$ cat src/rtl/start_delay_pkg.sv
// Shared types and sizing helpers for the starting-line reaction timer.
package start_delay_pkg;

    typedef enum logic [2:0] {
        StIdle,
        StLights,
        StHold,
        StGo,
        StDone,
        StFault
    } state_e;

    localparam int unsigned REACT_W = 14;

    // Largest of two unsigned values, for sizing counters at elaboration.
    function automatic int unsigned max_u(input int unsigned a, input int unsigned b);
        return (a > b) ? a : b;
    endfunction

    // Bits needed for the hold delay: BASE + 127 * STEP must fit.
    function automatic int unsigned delay_width(input int unsigned base_ms,
                                                input int unsigned step_ms);
        int unsigned max_ms;
        max_ms = base_ms + 127 * step_ms;
        return (max_ms > 0) ? $clog2(max_ms + 1) : 1;
    endfunction

endpackage

$ cat src/rtl/ms_tick_gen.sv
// Millisecond tick divider: counts 0..TICK_DIV-1 and flags the wrap cycle.
module ms_tick_gen #(
    parameter int unsigned TICK_DIV = 50000
) (
    input  logic i_clk,
    input  logic i_arstn,
    input  logic i_clr,
    output logic o_tick
);

    localparam int unsigned CNT_W = (TICK_DIV > 1) ? $clog2(TICK_DIV) : 1;
    localparam logic [CNT_W-1:0] CNT_LAST = CNT_W'(TICK_DIV - 1);

    logic [CNT_W-1:0] cnt_q, cnt_d;

    // The tick is not masked by i_clr: the consumer may use this very tick to
    // decide the transition that raises i_clr, so masking would form a loop.
    assign o_tick = (cnt_q == CNT_LAST);

    // Next count: wrap at the end of the period, restart on clear.
    always_comb begin
        cnt_d = cnt_q + CNT_W'(1);
        if (i_clr || (cnt_q == CNT_LAST)) begin
            cnt_d = '0;
        end
    end

    // Counter register.
    always_ff @(posedge i_clk or negedge i_arstn) begin
        if (!i_arstn) begin
            cnt_q <= '0;
        end else begin
            cnt_q <= cnt_d;
        end
    end

endmodule

$ cat src/rtl/start_delay_sequencer.sv
// Starting-light sequencer: lights, random hold, go, reaction timing and
// false-start detection. All outputs come straight from registers.
module start_delay_sequencer
    import start_delay_pkg::*;
#(
    parameter int unsigned TICK_DIV          = 50000,
    parameter int unsigned N_LIGHTS          = 5,
    parameter int unsigned LIGHT_INTERVAL_MS = 1000,
    parameter int unsigned DELAY_BASE_MS     = 200,
    parameter int unsigned DELAY_STEP_MS     = 8,
    parameter int unsigned MAX_REACT_MS      = 9999
) (
    input  logic                i_clk,
    input  logic                i_arstn,
    input  logic                i_start,
    input  logic                i_button,
    input  logic [6:0]          i_randomValue,
    output logic                o_prbsEn,
    output logic [N_LIGHTS-1:0] o_lights,
    output logic [REACT_W-1:0]  o_reactionMs,
    output logic                o_valid,
    output logic                o_falseStart,
    output logic                o_busy
);

    localparam int unsigned DLY_W   = delay_width(DELAY_BASE_MS, DELAY_STEP_MS);
    localparam int unsigned DLY_MAX = DELAY_BASE_MS + 127 * DELAY_STEP_MS;
    localparam int unsigned MS_MAX  = max_u(max_u(LIGHT_INTERVAL_MS, DLY_MAX), MAX_REACT_MS);
    localparam int unsigned MS_W    = (MS_MAX > 0) ? $clog2(MS_MAX + 1) : 1;

    localparam logic [MS_W-1:0]    LIGHT_MS  = MS_W'(LIGHT_INTERVAL_MS);
    localparam logic [MS_W-1:0]    SAT_MS    = MS_W'(MAX_REACT_MS);
    localparam logic [REACT_W-1:0] SAT_REACT = REACT_W'(MAX_REACT_MS);

    state_e                state_q, state_d;
    logic [N_LIGHTS-1:0]   lights_q, lights_d, lights_shift;
    logic [REACT_W-1:0]    react_q, react_d;
    logic                  valid_q, valid_d;
    logic                  fs_q, fs_d;
    logic                  busy_q, busy_d;
    logic                  prbs_en_q, prbs_en_d;
    logic [MS_W-1:0]       ms_q, ms_d, ms_inc;
    logic [DLY_W-1:0]      delay_q, delay_d, delay_new;
    logic                  tick;
    logic                  clr;

    ms_tick_gen #(
        .TICK_DIV(TICK_DIV)
    ) u_tick (
        .i_clk  (i_clk),
        .i_arstn(i_arstn),
        .i_clr  (clr),
        .o_tick (tick)
    );

    // ms_inc is the count this tick would produce; comparing it lets the
    // transition land on the edge where the count reaches its target.
    assign ms_inc       = ms_q + MS_W'(1);
    assign lights_shift = {lights_q[N_LIGHTS-2:0], 1'b1};
    assign delay_new    = DLY_W'(DELAY_BASE_MS) + DLY_W'(i_randomValue) * DLY_W'(DELAY_STEP_MS);

    // Next-state, ms counter and output decode.
    always_comb begin
        state_d  = state_q;
        lights_d = lights_q;
        react_d  = react_q;
        valid_d  = valid_q;
        fs_d     = fs_q;
        delay_d  = delay_q;
        ms_d     = tick ? ms_inc : ms_q;

        unique case (state_q)
            StIdle, StDone, StFault: begin
                // Buttons are ignored while waiting.
                if (i_start) begin
                    state_d  = StLights;
                    lights_d = '0;
                    valid_d  = 1'b0;
                    fs_d     = 1'b0;
                end
            end
            StLights: begin
                // A button beats a simultaneous light step.
                if (i_button) begin
                    state_d  = StFault;
                    lights_d = '1;
                    valid_d  = 1'b0;
                    fs_d     = 1'b1;
                end else if (tick && (ms_inc == LIGHT_MS)) begin
                    lights_d = lights_shift;
                    ms_d     = '0;
                    if (lights_shift[N_LIGHTS-1]) begin
                        state_d = StHold;
                        delay_d = delay_new;
                    end
                end
            end
            StHold: begin
                // A button on the go edge is still a false start.
                if (i_button) begin
                    state_d  = StFault;
                    lights_d = '1;
                    valid_d  = 1'b0;
                    fs_d     = 1'b1;
                end else if (tick && (ms_inc >= MS_W'(delay_q))) begin
                    state_d  = StGo;
                    lights_d = '0;
                end
            end
            StGo: begin
                // A button on the saturation cycle reports the running count.
                if (i_button) begin
                    state_d = StDone;
                    react_d = REACT_W'(ms_q);
                    valid_d = 1'b1;
                end else if (tick && (ms_inc == SAT_MS)) begin
                    state_d = StDone;
                    react_d = SAT_REACT;
                    valid_d = 1'b1;
                end
            end
            default: begin
                state_d = StIdle;
            end
        endcase

        // Every state entry restarts both the tick phase and the ms count.
        clr = (state_d != state_q);
        if (clr) begin
            ms_d = '0;
        end

        busy_d    = (state_d == StLights) || (state_d == StHold) || (state_d == StGo);
        prbs_en_d = !busy_d;
    end

    // State and output registers.
    always_ff @(posedge i_clk or negedge i_arstn) begin
        if (!i_arstn) begin
            state_q   <= StIdle;
            lights_q  <= '0;
            react_q   <= '0;
            valid_q   <= 1'b0;
            fs_q      <= 1'b0;
            busy_q    <= 1'b0;
            prbs_en_q <= 1'b1;
            ms_q      <= '0;
            delay_q   <= '0;
        end else begin
            state_q   <= state_d;
            lights_q  <= lights_d;
            react_q   <= react_d;
            valid_q   <= valid_d;
            fs_q      <= fs_d;
            busy_q    <= busy_d;
            prbs_en_q <= prbs_en_d;
            ms_q      <= ms_d;
            delay_q   <= delay_d;
        end
    end

    assign o_prbsEn     = prbs_en_q;
    assign o_lights     = lights_q;
    assign o_reactionMs = react_q;
    assign o_valid      = valid_q;
    assign o_falseStart = fs_q;
    assign o_busy       = busy_q;

endmodule
$ cat config.mk
export PLATFORM = sky130hd
export DESIGN_NAME = start_delay_sequencer
export DESIGN_NICKNAME = d
export VERILOG_FILES = /design/src/rtl/start_delay_pkg.sv /design/src/rtl/ms_tick_gen.sv /design/src/rtl/start_delay_sequencer.sv
export SDC_FILE = /design/constraint.sdc
export NUM_CORES = 1
export LEC_CHECK = 0
export ABC_AREA = 1
export CAP_MARGIN = 20
export CELL_PAD_IN_SITES_DETAIL_PLACEMENT = 1
export CELL_PAD_IN_SITES_GLOBAL_PLACEMENT = 1
export CORE_ASPECT_RATIO = 1.1
export CORE_MARGIN = 3
export CORE_UTILIZATION = 46
export CTS_CLUSTER_DIAMETER = 30
export DETAILED_ROUTE_END_ITERATION = 10
export PLACE_DENSITY = 0.88
export SETUP_SLACK_MARGIN = 0.15
export SYNTH_ARGS = -nofsm -noshare
export SYNTH_HDL_FRONTEND = slang
export SYNTH_SLANG_ARGS = --single-unit
$ cat constraint.sdc
create_clock -name i_clk -period 6.9 [get_ports i_clk]
set_input_delay 1.38 -clock i_clk [delete_from_list [all_inputs] [get_ports i_clk]]
set_output_delay 1.38 -clock i_clk [all_outputs]
set_load 0.02 [all_outputs]
[Word-level counts from Yosys, hierarchy flattened]
Cells that the tools add are included.
Word-level totals
  flip-flop bits (word level): 67
  output and inout port bits: 23
Operators by class
  $add $sub $neg: 3
  $lt $le $gt $ge: 1
  eq/ne operators: 17
  multiplexer cells: 30
  bitwise operators: 1
  reductions and logical operators: 19
Operators with widths (count)
  $mux 14: 7
  $mux 5: 5
  $mux 3: 8
  $add 16x1->16 const B: 1
  $eq 16x16->1 const B: 1
  $mux 16: 1
  $pmux 5 s3: 1
  $add 14x1->14 const B: 1
  $eq 14x10->1 const B: 1
  $eq 14x14->1 const B: 1
  $ge 14x11->1: 1
  $eq 3x2->1 const B: 4
  $pmux 3 s4: 1
  $reduce_and 4->1: 3
  $add 8x10->11 const A: 1
  $ne 3x3->1 const B: 3
  $eq 3x1->1 const B: 2
  $eq 3x3->1 const B: 2
  $reduce_bool 3->1: 2
  $mux 1: 5
  $reduce_bool 2->1: 2
  $logic_and 1x1->1: 3
  $logic_not 3->1: 1
  $logic_or 1x1->1: 3
  other kinds (11): 11

[Depth between registers and ports, before layout]
  word-level depth: 10
  mapped depth: 23

[By module]
A second synthesis with hierarchy kept.
Unflattened totals
  cells, all modules: 509
  area, all modules: 3967.6 µm²
By module, submodules not included
  start_delay_sequencer: instances 1, cells an instance 386, area an instance 3006.6 µm², sequential area each 1202.4 µm²
  ms_tick_gen: instances 1, cells an instance 123, area an instance 960.9 µm², sequential area each 400.4 µm²

[Worst setup path after synthesis]
No wires, ideal clock.
  path type: flip-flop to flip-flop
  start point: reg ms_q[1]
  end point: reg u_tick.cnt_q[11]
  arrival: 2.582 ns
  required time: 6.776 ns
  slack: 4.194 ns
  cell stages (with the launch flop): 23
  buffers on the path: 1
  period minus slack after synthesis: 2.706 ns
  cell sequence: dfrtp_1 ha_1 nand2_1 nor2_4 nand2_1 nand2_1 nand2_2 ha_1 nand2_1 or2_2 nand3_1 nand2_1 nand2_1 nand2_1 nand2_1 nand2_1 nand2_1 nand2_1 nand3_2 nand2_2 nand3_4 buf_12 nor2_4
On the way
  cells in the longest elaborated chain, start to end: 9
  elaborated cells on any way between the ends: 17
  classes of those cells: add/sub (1); order compare (1); eq/ne (3); mux (8); reduce/logical (4)
RTL lines
  start, declared: RTL line start_delay_sequencer.sv:42  | logic [MS_W-1:0] ms_q, ms_d, ms_inc;
  start signal, assigned: RTL line start_delay_sequencer.sv:157  | ms_q <= ms_d;
  $add 14x1->14 *: RTL line start_delay_sequencer.sv:58  | assign ms_inc = ms_q + MS_W'(1);
  $ge 14x11->1, or another cell as far along: RTL line start_delay_sequencer.sv:105  | end else if (tick && (ms_inc >= MS_W'(delay_q))) begin
  $logic_and 1x1->1 (on tied branches): RTL line start_delay_sequencer.sv:105, start_delay_sequencer.sv:89, start_delay_sequencer.sv:116
  $mux 3 (on tied branches): RTL line start_delay_sequencer.sv:105, start_delay_sequencer.sv:89, start_delay_sequencer.sv:116
  $mux 3 (on tied branches): RTL line start_delay_sequencer.sv:100, start_delay_sequencer.sv:84, start_delay_sequencer.sv:112
  $pmux 3 s4 *: RTL line start_delay_sequencer.sv:72  | unique case (state_q)
  net state_d[0]: RTL line start_delay_sequencer.sv:35  | state_e state_q, state_d;
  $ne 3x3->1 *: RTL line start_delay_sequencer.sv:128  | clr = (state_d != state_q);
  $logic_or 1x1->1 *: RTL line ms_tick_gen.sv:23  | if (i_clr || (cnt_q == CNT_LAST)) begin
  $mux 16 *: RTL line ms_tick_gen.sv:23
  net u_tick.cnt_d[11]: RTL line ms_tick_gen.sv:14  | logic [CNT_W-1:0] cnt_q, cnt_d;
  end signal, assigned: RTL line ms_tick_gen.sv:33  | cnt_q <= cnt_d;
  end, declared: RTL line ms_tick_gen.sv:14
The timed path passes the listed nets; every way through them passes the cells marked *.
A chain may end at the register's enable or synchronous reset.

[Worst setup path in the final report]
  start point: reg ms_q[1]
  end point: reg u_tick.cnt_q[4]
Same word-level chain as after synthesis.

==> flow_metrics.py <==
metrics = {
    "status": {
        "status": "finished clean",
    },
    "min_path": {
        "min_path_type": "reg -> reg",
    },
    "clock_tree": {
        "clockRootBuffer": "clkbuf_8",
        "hold_buffers": 0,
        "clk_pin_slew_ns": 0.08,
        "clkLatencyLatePin_ns": 0.35,
        "cts-resized-gates": 0,
        "tritoncts": "built",
        "cts.sinks": 64,
        "htree_num_levels": 3,
        "cts_buffers": 9,
        "post_cts_buffers": 0,
        "max-clock-path-buffers": 2,
    },
    "worst_setup_path": {
        "arrival_ns": 3.65,
        "path_max_fanout": 16,
        "worstSetupPathType": "reg -> reg",
        "end_kind": "register",
        "worst_setup_path_start_kind": "register",
        "cp.required_ns": 7.12,
    },
    "sta": {
        "setup_viol": 0,
        "maxSlewViolCount": 0,
        "setup_ws_ns": 3.47,
        "worst_slew_pin_slew_ns": 0.828,
        "fin_tns_setup_ns": 0,
        "slew_headroom_pct": 44.8,
        "rsz0062_at_grt": "no",
        "clock_skew_ns": 0.00838,
        "period_share_pct": 49.7,
        "fmax_mhz": 291,
        "min_period_ns": 3.43,
        "hold_violations": 0,
    },
    "flow_run": {
        "max-cap-violations": 0,
    },
    "global_route": {
        "track_usage_pct": 24.0,
        "overflow": 0,
        "grt_pass1_vias": 3738,
        "grt_antenna_before_repair": 0,
        "grt_pass1_wl_um": 17700,
        "grt_max_degree": 65,
    },
    "detailed_routing": {
        "wl_per_cell_um": 16.5,
        "wl_um": 10700,
        "via_per_inst": 5.29,
        "firstDrtPassIters": 5,
        "drcViolationCount": 0,
        "ant_nets": 0,
        "vias": 3418,
        "drt-initial-drc-count": 129,
    },
    "logic_synthesis": {
        "ys_warn_count": 0,
        "synth_edf_count": 0,
        "synth-seq-cells": 64,
        "synth_common_cells": "nand2_1, nor2_1, dfrtp_1",
        "synth_top_area_cell": "dfrtp_1",
        "synth_top_cell_area_share_pct": 41.0,
        "async_reset_ff_share_pct": 100,
        "netlist_instances": 494,
        "synth_nets": 518,
        "synth.area.top_cells": "dfrtp_1, nand2_1, nor2_1",
        "yosysUniqueCellTypes": 36,
        "yosysMostFrequentCell": "nand2_1",
        "synth.avg_cell_area_sq_um": 7.78,
        "synthFlopType": "dfrtp_1",
        "synth_area_sq_um": 3840,
        "ys_seq_area_share_pct": 41.7,
    },
    "placement": {
        "dp_hpwl_um": 7880,
        "io_buffers": 33,
        "place.gp.congestion": 0.921,
        "dpl.cell_count": 630,
        "post-place-ws_ns": 3.40,
    },
    "pwr": {
        "peakVddDrop_mv": 0.204,
        "leakage_nw": 2.09,
        "p_per_area_nw_per_um2": 255,
        "finalPower_mw": 1.15,
    },
    "floorplanning": {
        "io_pins": 34,
        "die_area_sq_um": 9480,
        "rows": 34,
        "core_area_sq_um": 8000,
        "start_util_pct": 48.0,
        "die_x_um": 93.1,
        "die_y_um": 102,
    },
    "cells_and_area": {
        "num_antenna_cells": 0,
        "instances_no_fill": 646,
        "layout-drive-gt1-share_pct": 12.3,
        "fin_nets": 557,
        "syn_to_final_growth_pct": 17.0,
    },
}
==> area by class of cell <==
cell class	count	area, sq um
Clock buffer	10	138
Clock inverter	6	92.6
Fill cell	1029	3500
Inverter	60	225
Multi-Input combinational cell	364	1970
Sequential cell	64	1600
Tap cell	108	135
Timing Repair Buffer	34	333
==> sequential cells by signal, indices dropped and copies added (netlist names) <==
register	count
u_tick.cnt_q	16
ms_q	14
o_reactionMs	14
delay_q	8
o_lights	5
state_q	3
o_busy	1
o_falseStart	1
o_prbsEn	1
o_valid	1
==> power by group <==
part,internal (mW),switching (mW)
Sequential,0.412,0.0303
Clock,0.214,0.165
Combinational,0.0989,0.228
==> routing by layer <==
layer / vias to the layer above / global-route usage, % / wire, um
met5: - / 0 / 0
met4: 0 / 9.70 / 293
met3: 26 / 4.57 / 283
met2: 48 / 44.0 / 5800
met1: 1698 / 27.5 / 4290
li1: 1646 / - / -
==> cell usage in the layout (no fill, tap or decap), drive strengths merged, types with 7 or more instances in the layout <==
cell type,count
a21oi,20
clkbuf,10
clkdlybuf4s50,32
dfrtp,63
ha,13
inv,60
nand2,126
nand3,38
nand4,13
nor2,97
o21ai,21
xnor2,7
xor2,13
==> final timing paths <==
kind,from,to,slack (ns),depth (start not counted)
min in group asynchronous,i_arstn,delay_q[8],1.20,2
min,u_tick.cnt_q[0],u_tick.cnt_q[0],0.46,1
max,ms_q[1],u_tick.cnt_q[4],3.47,21
max in group asynchronous,i_arstn,u_tick.cnt_q[2],5.15,2
max reg2reg,ms_q[1],u_tick.cnt_q[4],3.47,21
min reg2reg,u_tick.cnt_q[0],u_tick.cnt_q[0],0.46,1
==> logic make-up (layout without fill, tap and decap cells) <==
logic type	after synthesis	count (layout)	share of synthesized area [%]
simple gates	282	282	35.5
buf+inv	66	110	7.00
flops	64	64	41.7
compound gates	49	49	6.97
xor+xnor	20	20	4.56
fa+ha+maj	13	13	4.23
==> per-stage QoR <==
stage / cell area, sq um / utilization [%] / hold slack [ns]
after floorplan: 3840 / - / 0.424
after CTS: 4500 / 56.2 / 0.466
final: 4500 / 56.2 / 0.459
after global routing: 4500 / 56.2 / 0.505
after global placement: 4270 / 53.3 / 0.443
after detailed placement: 4270 / 53.3 / 0.454
==> worst max-delay path: stages, from the launching register on <==
cell     delay [ns]
dfrtp_1        0.50
ha_1           0.26
nand2_1        0.10
nor2_4         0.22
nand2_1        0.11
nand2_1        0.09
nand2_2        0.06
ha_1           0.27
nand2_1        0.07
or2_2          0.30
nand3_1        0.10
nand2_1        0.06
nand2_1        0.06
nand2_1        0.05
nand2_1        0.07
nand2_1        0.08
nand2_1        0.14
nand2_1        0.08
nand3_2        0.15
nand2_2        0.11
nand3_4        0.33
nor2_1         0.09
Note: power is estimated with default switching activity, not from simulation.
